`config.mk`:
```
export PLATFORM = sky130hd
export DESIGN_NAME = ymat_row_fetch
export DESIGN_NICKNAME = d
export VERILOG_FILES = /design/src/rtl/ymat_pkg.sv /design/src/rtl/ymat_addr_lane.sv /design/src/rtl/ymat_row_fetch.sv
export SDC_FILE = /design/constraint.sdc
export NUM_CORES = 1
export LEC_CHECK = 0
export CAP_MARGIN = 20
export CORE_AREA = 2 2 129 131
export CTS_BUF_LIST = sky130_fd_sc_hd__clkbuf_2
export DETAILED_ROUTE_END_ITERATION = 7
export DIE_AREA = 0 0 131 133
export DONT_BUFFER_PORTS = 1
export SLEW_MARGIN = 30
export SYNTH_ARGS = -nofsm -noshare
export SYNTH_HDL_FRONTEND = slang
export SYNTH_HIERARCHICAL = 1
export SYNTH_SLANG_ARGS = --single-unit
```
`constraint.sdc`:
```
create_clock -name clock -period 10.2 [get_ports clock]
set_input_delay 3.06 -clock clock [delete_from_list [all_inputs] [get_ports clock]]
set_output_delay 3.06 -clock clock [all_outputs]
set_load 0.1 [all_outputs]
```
`src/rtl/ymat_pkg.sv`:
```
// ymat_pkg: shared FSM states and pointer-word field helpers for the Y-matrix row fetch path.
package ymat_pkg;
  typedef enum logic [2:0] {S_IDLE, S_PTR_RD, S_PTR_WAIT, S_ISSUE, S_DONE} state_e;
  localparam int FIELDS_PER_PAIR = 2;
  function automatic int pairs_of(input int word_w, input int field_w);
    return word_w / (FIELDS_PER_PAIR * field_w);
  endfunction
  function automatic int field_lsb(input int sel, input int hi, input int field_w);
    return (FIELDS_PER_PAIR * sel + hi) * field_w;
  endfunction
endpackage

```
`src/rtl/ymat_addr_lane.sv`:
```
// ymat_addr_lane: one data channel's enable and address for the current issue base.
module ymat_addr_lane #(
  parameter int ADDR_W = 11,
  parameter int LANE   = 0
) (
  input  logic [ADDR_W:0]   base_i,
  input  logic [ADDR_W:0]   end_i,
  output logic              en_o,
  output logic [ADDR_W-1:0] addr_o
);
  logic [ADDR_W+1:0] pos;
  assign pos    = {1'b0, base_i} + (ADDR_W+2)'(LANE);
  assign en_o   = pos < {1'b0, end_i};
  assign addr_o = en_o ? pos[ADDR_W-1:0] : '0;
endmodule

```
`src/rtl/ymat_row_fetch.sv`:
```
// ymat_row_fetch: reads a row's {end,start} pointer pair and streams its data-SRAM addresses over NUM_CH lanes.
module ymat_row_fetch
  import ymat_pkg::*;
#(
  parameter int ROW_W      = 15,
  parameter int ADDR_W     = 11,
  parameter int FIELD_W    = 16,
  parameter int PTR_WORD_W = 256,
  parameter int PTR_ADDR_W = 8,
  parameter int NUM_CH     = 2,
  parameter int RD_LAT     = 1
) (
  input  logic                     clock,
  input  logic                     reset,
  input  logic                     req_valid,
  input  logic [ROW_W-1:0]         req_row,
  output logic                     req_ready,
  input  logic                     abort,
  output logic                     ptr_rd_en,
  output logic [PTR_ADDR_W-1:0]    ptr_addr,
  input  logic [PTR_WORD_W-1:0]    ptr_rdata,
  output logic [NUM_CH-1:0]        dat_en,
  output logic [NUM_CH*ADDR_W-1:0] dat_addr,
  output logic [ADDR_W-1:0]        row_start,
  output logic [ADDR_W:0]          row_len,
  output logic                     busy,
  output logic                     done,
  output logic                     err
);
  localparam int PAIRS  = pairs_of(PTR_WORD_W, FIELD_W);
  localparam int LOG2P  = $clog2(PAIRS);
  localparam int SEL_W  = LOG2P > 0 ? LOG2P : 1;
  localparam int IDX_W  = $clog2(PTR_WORD_W);
  localparam int WAIT_W = RD_LAT > 1 ? $clog2(RD_LAT) : 1;
  state_e state_q, state_d;
  logic [WAIT_W-1:0] wait_q, wait_d;
  logic [SEL_W-1:0] sel_q, sel_d;
  logic [ADDR_W:0] cur_q, cur_d, end_q, end_d;
  logic req_ready_q, req_ready_d, ptr_rd_en_q, ptr_rd_en_d, busy_q, busy_d;
  logic done_q, done_d, err_q, err_d, issue;
  logic [PTR_ADDR_W-1:0] ptr_addr_q, ptr_addr_d;
  logic [NUM_CH-1:0] dat_en_q, dat_en_d, lane_en;
  logic [NUM_CH*ADDR_W-1:0] dat_addr_q, dat_addr_d, lane_addr;
  logic [ADDR_W-1:0] row_start_q, row_start_d, s;
  logic [ADDR_W:0] row_len_q, row_len_d, e, base, lim;
  logic [IDX_W-1:0] lo_idx, hi_idx;
  assign lo_idx = IDX_W'(field_lsb(int'(sel_q), 0, FIELD_W));
  assign hi_idx = IDX_W'(field_lsb(int'(sel_q), 1, FIELD_W));
  assign s      = ptr_rdata[lo_idx +: ADDR_W];
  assign e      = ptr_rdata[hi_idx +: ADDR_W+1];
  // The capture cycle already drives the first issue beat, so lanes see the raw pointer there.
  assign base   = state_q == S_PTR_WAIT ? {1'b0, s} : cur_q;
  assign lim    = state_q == S_PTR_WAIT ? e : end_q;
  for (genvar k = 0; k < NUM_CH; k++) begin : g_lane
    ymat_addr_lane #(.ADDR_W(ADDR_W), .LANE(k)) u_lane (
      .base_i(base),
      .end_i (lim),
      .en_o  (lane_en[k]),
      .addr_o(lane_addr[k*ADDR_W +: ADDR_W])
    );
  end
  always_comb begin
    state_d     = state_q;
    wait_d      = wait_q;
    sel_d       = sel_q;
    cur_d       = cur_q;
    end_d       = end_q;
    row_start_d = row_start_q;
    row_len_d   = row_len_q;
    req_ready_d = 1'b0;
    ptr_rd_en_d = 1'b0;
    ptr_addr_d  = '0;
    issue       = 1'b0;
    done_d      = 1'b0;
    err_d       = 1'b0;
    case (state_q)
      S_IDLE: begin
        req_ready_d = 1'b1;
        if (req_valid && req_ready_q) begin
          state_d     = S_PTR_RD;
          req_ready_d = 1'b0;
          ptr_rd_en_d = 1'b1;
          ptr_addr_d  = PTR_ADDR_W'(req_row >> LOG2P);
          sel_d       = SEL_W'(req_row & ROW_W'(PAIRS - 1));
        end
      end
      S_PTR_RD: begin
        state_d = S_PTR_WAIT;
        wait_d  = '0;
      end
      S_PTR_WAIT: begin
        if (wait_q == WAIT_W'(RD_LAT - 1)) begin
          row_start_d = s;
          row_len_d   = e > {1'b0, s} ? e - {1'b0, s} : '0;
          end_d       = e;
          cur_d       = {1'b0, s} + (ADDR_W+1)'(NUM_CH);
          issue       = e > {1'b0, s};
          state_d     = e > {1'b0, s} ? S_ISSUE : S_DONE;
          done_d      = e <= {1'b0, s};
          err_d       = e < {1'b0, s};
        end else begin
          wait_d = wait_q + WAIT_W'(1);
        end
      end
      S_ISSUE: begin
        issue   = cur_q < end_q;
        cur_d   = cur_q < end_q ? cur_q + (ADDR_W+1)'(NUM_CH) : cur_q;
        state_d = cur_q < end_q ? S_ISSUE : S_DONE;
        done_d  = cur_q >= end_q;
      end
      S_DONE: begin
        state_d     = S_IDLE;
        req_ready_d = 1'b1;
      end
      default: state_d = S_IDLE;
    endcase
    if (abort && state_q != S_IDLE) begin
      state_d     = S_IDLE;
      req_ready_d = 1'b1;
      ptr_rd_en_d = 1'b0;
      ptr_addr_d  = '0;
      issue       = 1'b0;
      done_d      = 1'b0;
      err_d       = 1'b0;
      row_start_d = row_start_q;
      row_len_d   = row_len_q;
    end
    dat_en_d   = issue ? lane_en : '0;
    dat_addr_d = issue ? lane_addr : '0;
    busy_d     = state_d != S_IDLE;
  end
  always_ff @(posedge clock) begin
    if (reset) begin
      state_q     <= S_IDLE;
      wait_q      <= '0;
      sel_q       <= '0;
      cur_q       <= '0;
      end_q       <= '0;
      req_ready_q <= 1'b0;
      ptr_rd_en_q <= 1'b0;
      ptr_addr_q  <= '0;
      dat_en_q    <= '0;
      dat_addr_q  <= '0;
      row_start_q <= '0;
      row_len_q   <= '0;
      busy_q      <= 1'b0;
      done_q      <= 1'b0;
      err_q       <= 1'b0;
    end else begin
      state_q     <= state_d;
      wait_q      <= wait_d;
      sel_q       <= sel_d;
      cur_q       <= cur_d;
      end_q       <= end_d;
      req_ready_q <= req_ready_d;
      ptr_rd_en_q <= ptr_rd_en_d;
      ptr_addr_q  <= ptr_addr_d;
      dat_en_q    <= dat_en_d;
      dat_addr_q  <= dat_addr_d;
      row_start_q <= row_start_d;
      row_len_q   <= row_len_d;
      busy_q      <= busy_d;
      done_q      <= done_d;
      err_q       <= err_d;
    end
  end
  assign req_ready = req_ready_q;
  assign ptr_rd_en = ptr_rd_en_q;
  assign ptr_addr  = ptr_addr_q;
  assign dat_en    = dat_en_q;
  assign dat_addr  = dat_addr_q;
  assign row_start = row_start_q;
  assign row_len   = row_len_q;
  assign busy      = busy_q;
  assign done      = done_q;
  assign err       = err_q;
endmodule

```
==> results.cfg <==
[detailed_routing]
vias = 5632
drc = 0
vias_per_cell = 5.95
drt_iter0_drc = 367
firstDrtPassIters = 5
wl_mm = 20.2
ant_nets = 0
wl_per_cell_um = 21.3

[global_route]
grt_max_degree = 48
grt_pass1_vias = 5493
grt.met3_usage_pct = 3.76
grt_usage_pct = 22.7
grt-busiest-layer = met2
gr-usage-met1_pct = 28.8
grt_pass1_wl_mm = 30.3
grtUsageMet2_pct = 39.6
antenna_found_initial = 2
gr-total-overflow = 0

[critical_path]
cp_cell_sequence = mux4_2 > mux2i_2 > o21ai_0 > ha_1 > and3_1 > nand3_1 > xnor2_1 > ha_1 > a21oi_1 > o21ai_0 > a221o_1 > a41o_1 > nor3b_2 > nor3b_1
start_kind = primary input
path_class = in2reg
critPathLaunch = ptr_rdata[97]
critPathRequiredTime_ps = 10710
regToRegStartpoint = sel_q[0]
worstPathMaxFanout = 12
max_stage_delay_ps = 570
end_kind = register
critical-path-top-delay-family = compound AO/OA/AOI/OAI gates
path_buf_inv = 0
crit_path_top_delay_cell = mux2i_2
worstPathArrival_ps = 7080

[synthesis]
synth_edf_count = 0
yosys_register_bits = 90
synth.net_count = 1064
synth_flop_cell = dfxtp_1
seq_area_frac_synth_pct = 26.2
syn_avg_cell_area_um2 = 9.30
ys_types = 74
yosysWarnings = 6
synth_area_um2 = 6890
async_reset_ff_share_pct = 0
synthCells = 741

[timing]
min_period_ps = 6560
slew_headroom_pct = 30.4
skew_ps = 60.6
setup-tns-final_ps = 0
fin_hold_ws_ps = 603
hold_viol = 0
slew_viol_final = 0
fin_ws_ps = 3640
fin_crit_sh_pct = 64.3
rsz0062_at_grt = no
fmax_mhz = 152
worst_slew_pin_slew_ps = 1040
setup_viol = 0

[worst_hold_path]
hold_class = reg2reg
hold_start = cur_q[9]

[finish]
syn2layout_area_growth_pct = 4.60
nets = 1043
num-fill-cells = 1597
drive_above_1_share_pct = 15.4
multi_input_area_um2 = 4630
regArea_um2 = 1810
finish.utilization_pct = 44.5

[clock_tree]
path_clk_slew_ps = 250
cts.path.max_buffers = 2
ctsHoldBuffers = 0
cts_resized = 0
clk_latency_ps = 620
cts_buffers = 9
cts_tree = yes
ctsRootBufferMaster = clkbuf_2
htree_num_levels = 3
cts_sinks = 90
post_cts_buffers = 0

[run]
drv_cap = 0

[floorplan]
dieArea_um2 = 17400
fp.dieW_um = 131
core_area_um2 = 16200
start_util_pct = 42.6
rows = 47
dieHeight_um = 133
pin_count = 335

[place]
preCtsSetupSlack_ps = 2970
portBuffers = 0
gp_congestion = 0.903
dp_hpwl_mm = 16.2

[power]
powerDensity_nw_per_um2 = 164
power_leakage_nw = 2.54
peakVddDrop_v = 0.0000650
finalPower_w = 0.00118

[status]
outcome = completed
[cells by family (layout without fill, tap and decap cells)]
logic type                 Yosys count  in the layout  synth area share, %
buffers and inverters              109             93                 6.99
and+or+nand+nor                    249            249                 20.5
DFF                                 90             90                 26.2
AOI/OAI and AO/OA                  155            155                 15.3
other                                0              2                    0
xor gates and xnor gates            14             14                 1.78
adders and majority gates           48             48                 8.83
muxes                               76             76                 20.4
[metal layers]
metal / up-vias / wire length, um
met4: 0 / 306
met1: 2689 / 8380
met3: 23 / 1230
li1: 2676 / -
met5: - / 0
met2: 244 / 10300
[synthesized netlist by cell type, types with 4 or more instances]
cell | count | area share (%)
and2_1 | 25 | 2.3
mux2i_2 | 4 | 0.80
dfxtp_1 | 90 | 26
o31ai_1 | 5 | 0.55
clkbuf_1 | 20 | 1.1
nand2_1 | 53 | 2.9
nor2_1 | 50 | 2.7
nor3_2 | 9 | 1.3
buf_2 | 13 | 0.94
mux4_2 | 39 | 13
a211oi_1 | 15 | 1.6
mux4_1 | 7 | 2.7
or3_1 | 4 | 0.36
nand2b_1 | 4 | 0.36
nor4_1 | 4 | 0.36
a21oi_1 | 33 | 2.4
a21o_1 | 6 | 0.65
nor2b_1 | 5 | 0.45
nand3_1 | 19 | 1.4
xnor2_1 | 9 | 1.1
mux2i_1 | 23 | 3.3
ha_1 | 47 | 8.5
xor2_1 | 5 | 0.64
o21a_1 | 7 | 0.76
nor3b_1 | 27 | 2.9
o21ai_0 | 38 | 2.8
o21ai_1 | 4 | 0.29
and3_1 | 7 | 0.64
nand4_1 | 12 | 1.1
nor3b_2 | 9 | 1.6
inv_1 | 67 | 3.7
a31oi_1 | 7 | 0.64
nor3_1 | 10 | 0.73
[cell usage in the layout, fill, tap and decap left out, types with 9 or more instances in the layout]
cell	n
nor3b_1	27
nand4_1	12
clkbuf_2	9
a21oi_1	32
nor3b_2	9
nor3_1	10
mux2i_1	23
o21ai_0	38
buf_4	10
ha_1	47
nand3_1	19
dfxtp_1	87
nor3_2	9
and2_1	25
nor2_1	49
inv_1	67
xnor2_1	9
nand2_1	53
mux4_2	39
a211oi_1	15
[through the flow]
| stage | cell area [um^2] | cells |
|---|---|---|
| finish | 7200 | 947 |
| global route | 7200 | 946 |
| CTS | 7190 | 945 |
| detailed placement | 7030 | 929 |
| global placement | 7010 | 929 |
| floorplan | 6890 | 741 |
[sequential cells by signal (all words and copies together), names as in the netlist]
name	flops
err	1
row_len	12
req_ready	1
end_q	12
busy	1
cur_q	12
state_q	3
ptr_addr	8
sel_q	3
done	1
ptr_rd_en	1
dat_en	2
row_start	11
dat_addr	22
[worst min-delay path, cell delays in order (launching register included)]
cell and delay [ps]:
dfxtp_1 420, nor2_1 120, nor4_1 50
[layout make-up]
type                       instances  share of cell area [%]
clock inverter                     7                    1.62
timing repair buffer              10                    1.04
clock buffer                       9                   0.625
sequential                        90                    25.1
inverter                          67                    3.49
multi-input combinational        542                    64.2
antenna                            2                  0.0695
tap                              220                    3.82
[power by group]
group / switching, W / leakage [nW] / total [W] / internal [W]
Sequential: 0.0000758 / 0.729 / 0.000444 / 0.000368
Combinational: 0.000301 / 1.72 / 0.000502 / 0.000200
Clock: 0.000132 / 0.0923 / 0.000237 / 0.000105
[worst paths after layout]
path                  endpoint  slack (ps)  cells past startpoint
setup reg to reg  dat_addr[14]        4960                     15
setup / recovery  dat_addr[14]        3640                     14
hold / removal        cur_q[9]         600                      2
hold reg to reg       cur_q[9]         600                      2
No activity file was read; power rests on OpenSTA's default activity.
